==> config.mk <==
export PLATFORM = sky130hd
export DESIGN_NAME = serial_subtractor_flat
export DESIGN_NICKNAME = d
export VERILOG_FILES = /design/src/rtl/serial_subtractor_if.sv /design/src/rtl/serial_subtractor.sv /design/src/flat_wrapper.sv
export SDC_FILE = /design/constraint.sdc
export NUM_CORES = 1
export LEC_CHECK = 0
export ABC_AREA = 1
export ABC_CLOCK_PERIOD_IN_PS = 1900
export BUFFER_PORTS_ARGS = -buffer_cell sky130_fd_sc_hd__buf_2
export CAP_MARGIN = 10
export CORE_MARGIN = 1
export CORE_UTILIZATION = 38
export DETAILED_ROUTE_END_ITERATION = 10
export GPL_TIMING_DRIVEN = 0
export PLACE_DENSITY = 0.58
export SYNTH_ARGS = -nofsm -noshare
export SYNTH_HDL_FRONTEND = slang
export SYNTH_SLANG_ARGS = --single-unit
==> constraint.sdc <==
create_clock -name clk -period 1.9 [get_ports clk]
set_input_delay 0.095 -clock clk [delete_from_list [all_inputs] [get_ports clk]]
set_output_delay 0.095 -clock clk [all_outputs]
set_load 0.01 [all_outputs]
==> src/rtl/serial_subtractor_if.sv <==
// Operand/result bundle for the bit-serial subtractor.
// The master side issues requests and the slave side (the subtractor) returns the difference.
interface serial_subtractor_if #(
    parameter int BIT = 4
);
    logic           start;
    logic [BIT-1:0] I_A;
    logic [BIT-1:0] I_B;
    logic [BIT-1:0] result;
    logic           borrow_out;
    logic           busy;
    logic           done;

    modport master (
        output start, I_A, I_B,
        input  result, borrow_out, busy, done
    );

    modport slave (
        input  start, I_A, I_B,
        output result, borrow_out, busy, done
    );
endinterface

==> src/rtl/serial_subtractor.sv <==
// Bit-serial unsigned subtractor: computes A - B mod 2^BIT one bit per clock, LSB first.
// The difference bits shift into the top of the A register, so A holds the result when done.
module serial_subtractor #(
    parameter int BIT = 4
) (
    input  logic                clk,
    input  logic                reset,
    serial_subtractor_if.slave  bus
);
    localparam int CNT_W = $clog2(BIT + 1);
    localparam logic [CNT_W-1:0] LastShift = CNT_W'(BIT - 1);

    typedef enum logic [1:0] {
        IDLE,
        SHIFT,
        DONE
    } state_t;

    state_t           state_q;
    logic [BIT-1:0]   a_q;
    logic [BIT-1:0]   b_q;
    logic             borrow_q;
    logic [CNT_W-1:0] count_q;
    logic             busy_q;
    logic             done_q;

    logic diffBit_d;
    logic borrow_d;

    // One full-subtractor cell working on the current LSBs of A and B.
    always_comb begin
        diffBit_d = a_q[0] ^ b_q[0] ^ borrow_q;
        borrow_d  = (~a_q[0] & b_q[0]) | (~(a_q[0] ^ b_q[0]) & borrow_q);
    end

    always_ff @(posedge clk or posedge reset) begin
        if (reset) begin
            state_q  <= IDLE;
            a_q      <= '0;
            b_q      <= '0;
            borrow_q <= 1'b0;
            count_q  <= '0;
            busy_q   <= 1'b0;
            done_q   <= 1'b0;
        end else begin
            case (state_q)
                IDLE: begin
                    if (bus.start) begin
                        a_q      <= bus.I_A;
                        b_q      <= bus.I_B;
                        borrow_q <= 1'b0;
                        count_q  <= '0;
                        state_q  <= SHIFT;
                        busy_q   <= 1'b1;
                    end
                end
                SHIFT: begin
                    a_q      <= {diffBit_d, a_q[BIT-1:1]};
                    b_q      <= {1'b0, b_q[BIT-1:1]};
                    borrow_q <= borrow_d;
                    count_q  <= count_q + CNT_W'(1);
                    // The last shift lands the MSB of the difference; go report it.
                    if (count_q == LastShift) begin
                        state_q <= DONE;
                        busy_q  <= 1'b0;
                        done_q  <= 1'b1;
                    end
                end
                DONE: begin
                    state_q <= IDLE;
                    done_q  <= 1'b0;
                end
                default: begin
                    state_q <= IDLE;
                    busy_q  <= 1'b0;
                    done_q  <= 1'b0;
                end
            endcase
        end
    end

    assign bus.result     = a_q;
    assign bus.borrow_out = borrow_q;
    assign bus.busy       = busy_q;
    assign bus.done       = done_q;
endmodule

==> src/flat_wrapper.sv <==
// flat-port wrapper written by rule: the top's interface ports become plain ports
module serial_subtractor_flat 
#(
    parameter int BIT = 4
)
  (clk, reset, bus_start, bus_I_A, bus_I_B, bus_result, bus_borrow_out, bus_busy, bus_done);
  serial_subtractor_if #(.BIT(BIT)) bus_i ();
  input  logic clk;
  input  logic reset;
  input wire logic [$bits(bus_i.start)-1:0] bus_start;
  input wire logic [$bits(bus_i.I_A)-1:0] bus_I_A;
  input wire logic [$bits(bus_i.I_B)-1:0] bus_I_B;
  output wire logic [$bits(bus_i.result)-1:0] bus_result;
  output wire logic [$bits(bus_i.borrow_out)-1:0] bus_borrow_out;
  output wire logic [$bits(bus_i.busy)-1:0] bus_busy;
  output wire logic [$bits(bus_i.done)-1:0] bus_done;
  assign bus_i.start = bus_start;
  assign bus_i.I_A = bus_I_A;
  assign bus_i.I_B = bus_I_B;
  assign bus_result = bus_i.result;
  assign bus_borrow_out = bus_i.borrow_out;
  assign bus_busy = bus_i.busy;
  assign bus_done = bus_i.done;
  serial_subtractor #(.BIT(BIT)) u_core (.clk(clk), .reset(reset), .bus(bus_i));
endmodule
==> flow_summary.toml <==
[synthesis]
syn_area_per_cell_um2 = 8.664
synth_edf_count = 0
async_flop_share = 1.000
synth_top_area_cell = "dfrtp_1"
ys_ff_latch = 16
syn_area_um2 = 805.8
synth_top_area_frac = 0.4969
ys_seq_area_frac = 0.4969
netlist_top_cells_area = "dfrtp_1 (50%), nand2_1 (11%), nand3_1 (11%)"
synth_common_cells = "nand2_1 (23), nand3_1 (17), dfrtp_1 (16)"
synth_nets = 107
synth.distinct_cells = 18
syn_inst = 93
yosysWarnings = 0
yosysMostFrequentCell = "nand2_1"
ys.flop_type = "dfrtp_1"

[clock_network]
cts_sinks = 16
post_cts_buffers = 0
cts_buffers = 3
path_clk_slew_ps = 100
worst_skew_pair.late_latency_ps = 290
cts_root_buffer = "clkbuf_4"
htree_levels = 1
cts_buffer_depth = 2
cts_tree = "built"

[floorplan]
die_w_um = 48.05
row_count = 16
initial_utilization = 0.4066
die_area_mm2 = 0.002309
io_pins = 18
dieHeight_um = 48.05
coreArea_mm2 = 0.001982

[global_route]
grt_pass1_wl_um = 2670
grt_max_degree = 17
antenna_found_initial = 0
grt_pass1_vias = 612
grt.total_usage = 0.1755
gr-total-overflow = 0

[layout]
fin_cells = 142
regArea_um2 = 400.4
multi_input_area_um2 = 325.3
stdcell_area_um2 = 970.9
antenna_cells = 0
drive_above_1_share = 0.2609
finish.net_count = 130
fillCellCount = 197
syn_to_final_growth_pct = 20.50

[place]
hpwl_um = 1195
place_congestion = 0.7110
io_buffers = 17
place_inst = 137
place_area_um2 = 924.6
post-place-ws_ps = 608.6

[sta]
period_share = 0.6818
grt_setup_unrepaired = "false"
max_freq_mhz = 771.9
setup_slack_ps = 604.6
fin_skew_ps = 5.797
tightest_slew_ps = 603.6
finalHoldViolCount = 0
maxSlewHeadroom = 0.5971
finalSetupViolations = 0
fin_setup_tns_ps = 0
slew_violations = 0
fin_crit_ps = 1295

[critical_path]
crit_path_max_incr_delay_ps = 520
critPathMaxFanout = 3
rrSetupSlack_ps = 600
required_ps = 2080
r2r-start = "u_core.bus.result[0]$_DFFE_PP0P_"
reg2reg_depth = 5
worstPathCellList = "inv_1, fa_1, nand3_1, nand3_1, nand2_1"
startpoint_type = "flip-flop"
crit_arrival_ps = 1480
critPathKind = "reg -> reg"
cp_num_buf_inv = 1
crit_family = "adder cells"
reg2reg_to = "u_core.bus.result[3]$_DFFE_PP0P_"
endpoint_kind = "flip-flop"
crit_slowest_cell = "fa_1"
path_common_cell = "nand3_1"

[detailed_routing]
first_iter_violations = 12
viasPerCell = 4.620
drt_pass1_iterations = 4
vias = 656
wirelength_um = 1601
wl_per_cell_um = 11.27
antenna_left = 0
drc = 0

[outcome]
status = "complete, no violations"

[hold_path]
whs_endpoint = "u_core.b_q[3]$_DFFE_PP0P_"
hold_depth = 3
hp-class = "in -> reg"
min_from = "bus_I_B[3]"

[pwr]
power.density_mw_per_mm2 = 1693
p_leak_nw = 0.5268
ir_worst_vdd_v = 0.0007276

[run]
max_cap_violations = 0
-- kinds of logic after synthesis --
logic type / Yosys count / synth area share
AOI/OAI and AO/OA: 6 / 0.03882
adders and majority gates: 3 / 0.05590
buffers and inverters: 17 / 0.09937
DFF: 16 / 0.4969
and+or+nand+nor: 51 / 0.3090
-- sequential cells by signal (all words and copies together) (netlist names) --
name,cells
u_core.bus.result,4
u_core.count_q,3
u_core.bus.borrow_out,1
u_core.state_q,2
u_core.b_q,4
u_core.bus.busy,1
u_core.bus.done,1
-- tightest hold or removal path, stage by stage --
cell     delay (ps)
buf_2            80
nand2_1          40
o21ai_1          70
-- metrics by stage --
stage,hold WS [ps],util,power [W]
2_1_floorplan,8.739,-,0.001207
3_3_place_gp,207.3,0.4665,0.001413
3_5_place_dp,196.9,0.4665,0.001442
4_1_cts,25.46,0.4899,0.001674
5_1_grt,32.98,0.4899,0.001831
6_report,29.88,0.4899,0.001644
-- cell usage in the layout (no fill, tap or decap) --
cell type      count
clkbuf_4           3
fa_1               1
dlygate4sd3_1      1
buf_2             17
o22ai_1            1
dfrtp_1           16
a21oi_1            2
nand2_1           23
inv_1             12
o21ai_1            3
or2_1              1
inv_2              1
ha_1               2
nand3_1           17
nor2_2             1
buf_4              1
nor2_1             6
inv_4              2
nand2_4            2
buf_6              1
clkbuf_8           1
nand2_8            1
-- routing by layer --
layer	vias up	wire length, um	track usage
li1	337	-	-
met4	0	15	0.08333
met5	-	0	0
met2	12	741	0.2622
met1	305	799	0.2365
met3	2	44	0.04528
-- area by class of cell --
cell class / count / share of cell area
buffer: 2 / 0.01933
clock buffer: 4 / 0.03737
inverter: 15 / 0.06314
multi-input combinational: 60 / 0.3351
sequential: 16 / 0.4124
tap: 27 / 0.03479
timing repair buffer: 18 / 0.09794
-- report_power, final --
part | internal [W] | switching (W)
sequential | 0.000504 | 0.0000986
combinational | 0.000328 | 0.000487
clock | 0.000117 | 0.000109
total | 0.000949 | 0.000695
-- timing repair --
item / in CTS / in global routing
gates resized for setup: 0 / 0
hold buffers: 1 / 0
endpoints found under the hold margin: 16 / 0
-- how the worst max path moves through the flow --
stage                                           startpoint  slack [ps]  depth (start not counted)                                to
after floorplan           u_core.bus.result[0]$_DFFE_PP0P_         610                          5  u_core.bus.result[3]$_DFFE_PP0P_
after global placement    u_core.bus.result[0]$_DFFE_PP0P_         610                          5  u_core.bus.result[3]$_DFFE_PP0P_
after detailed placement  u_core.bus.result[0]$_DFFE_PP0P_         610                          5  u_core.bus.result[3]$_DFFE_PP0P_
after CTS                 u_core.bus.result[0]$_DFFE_PP0P_         590                          5  u_core.bus.result[3]$_DFFE_PP0P_
after global routing      u_core.bus.result[0]$_DFFE_PP0P_         510                          5  u_core.bus.result[3]$_DFFE_PP0P_
final                     u_core.bus.result[0]$_DFFE_PP0P_         600                          5  u_core.bus.result[3]$_DFFE_PP0P_
(Power assumes the default switching activity.)
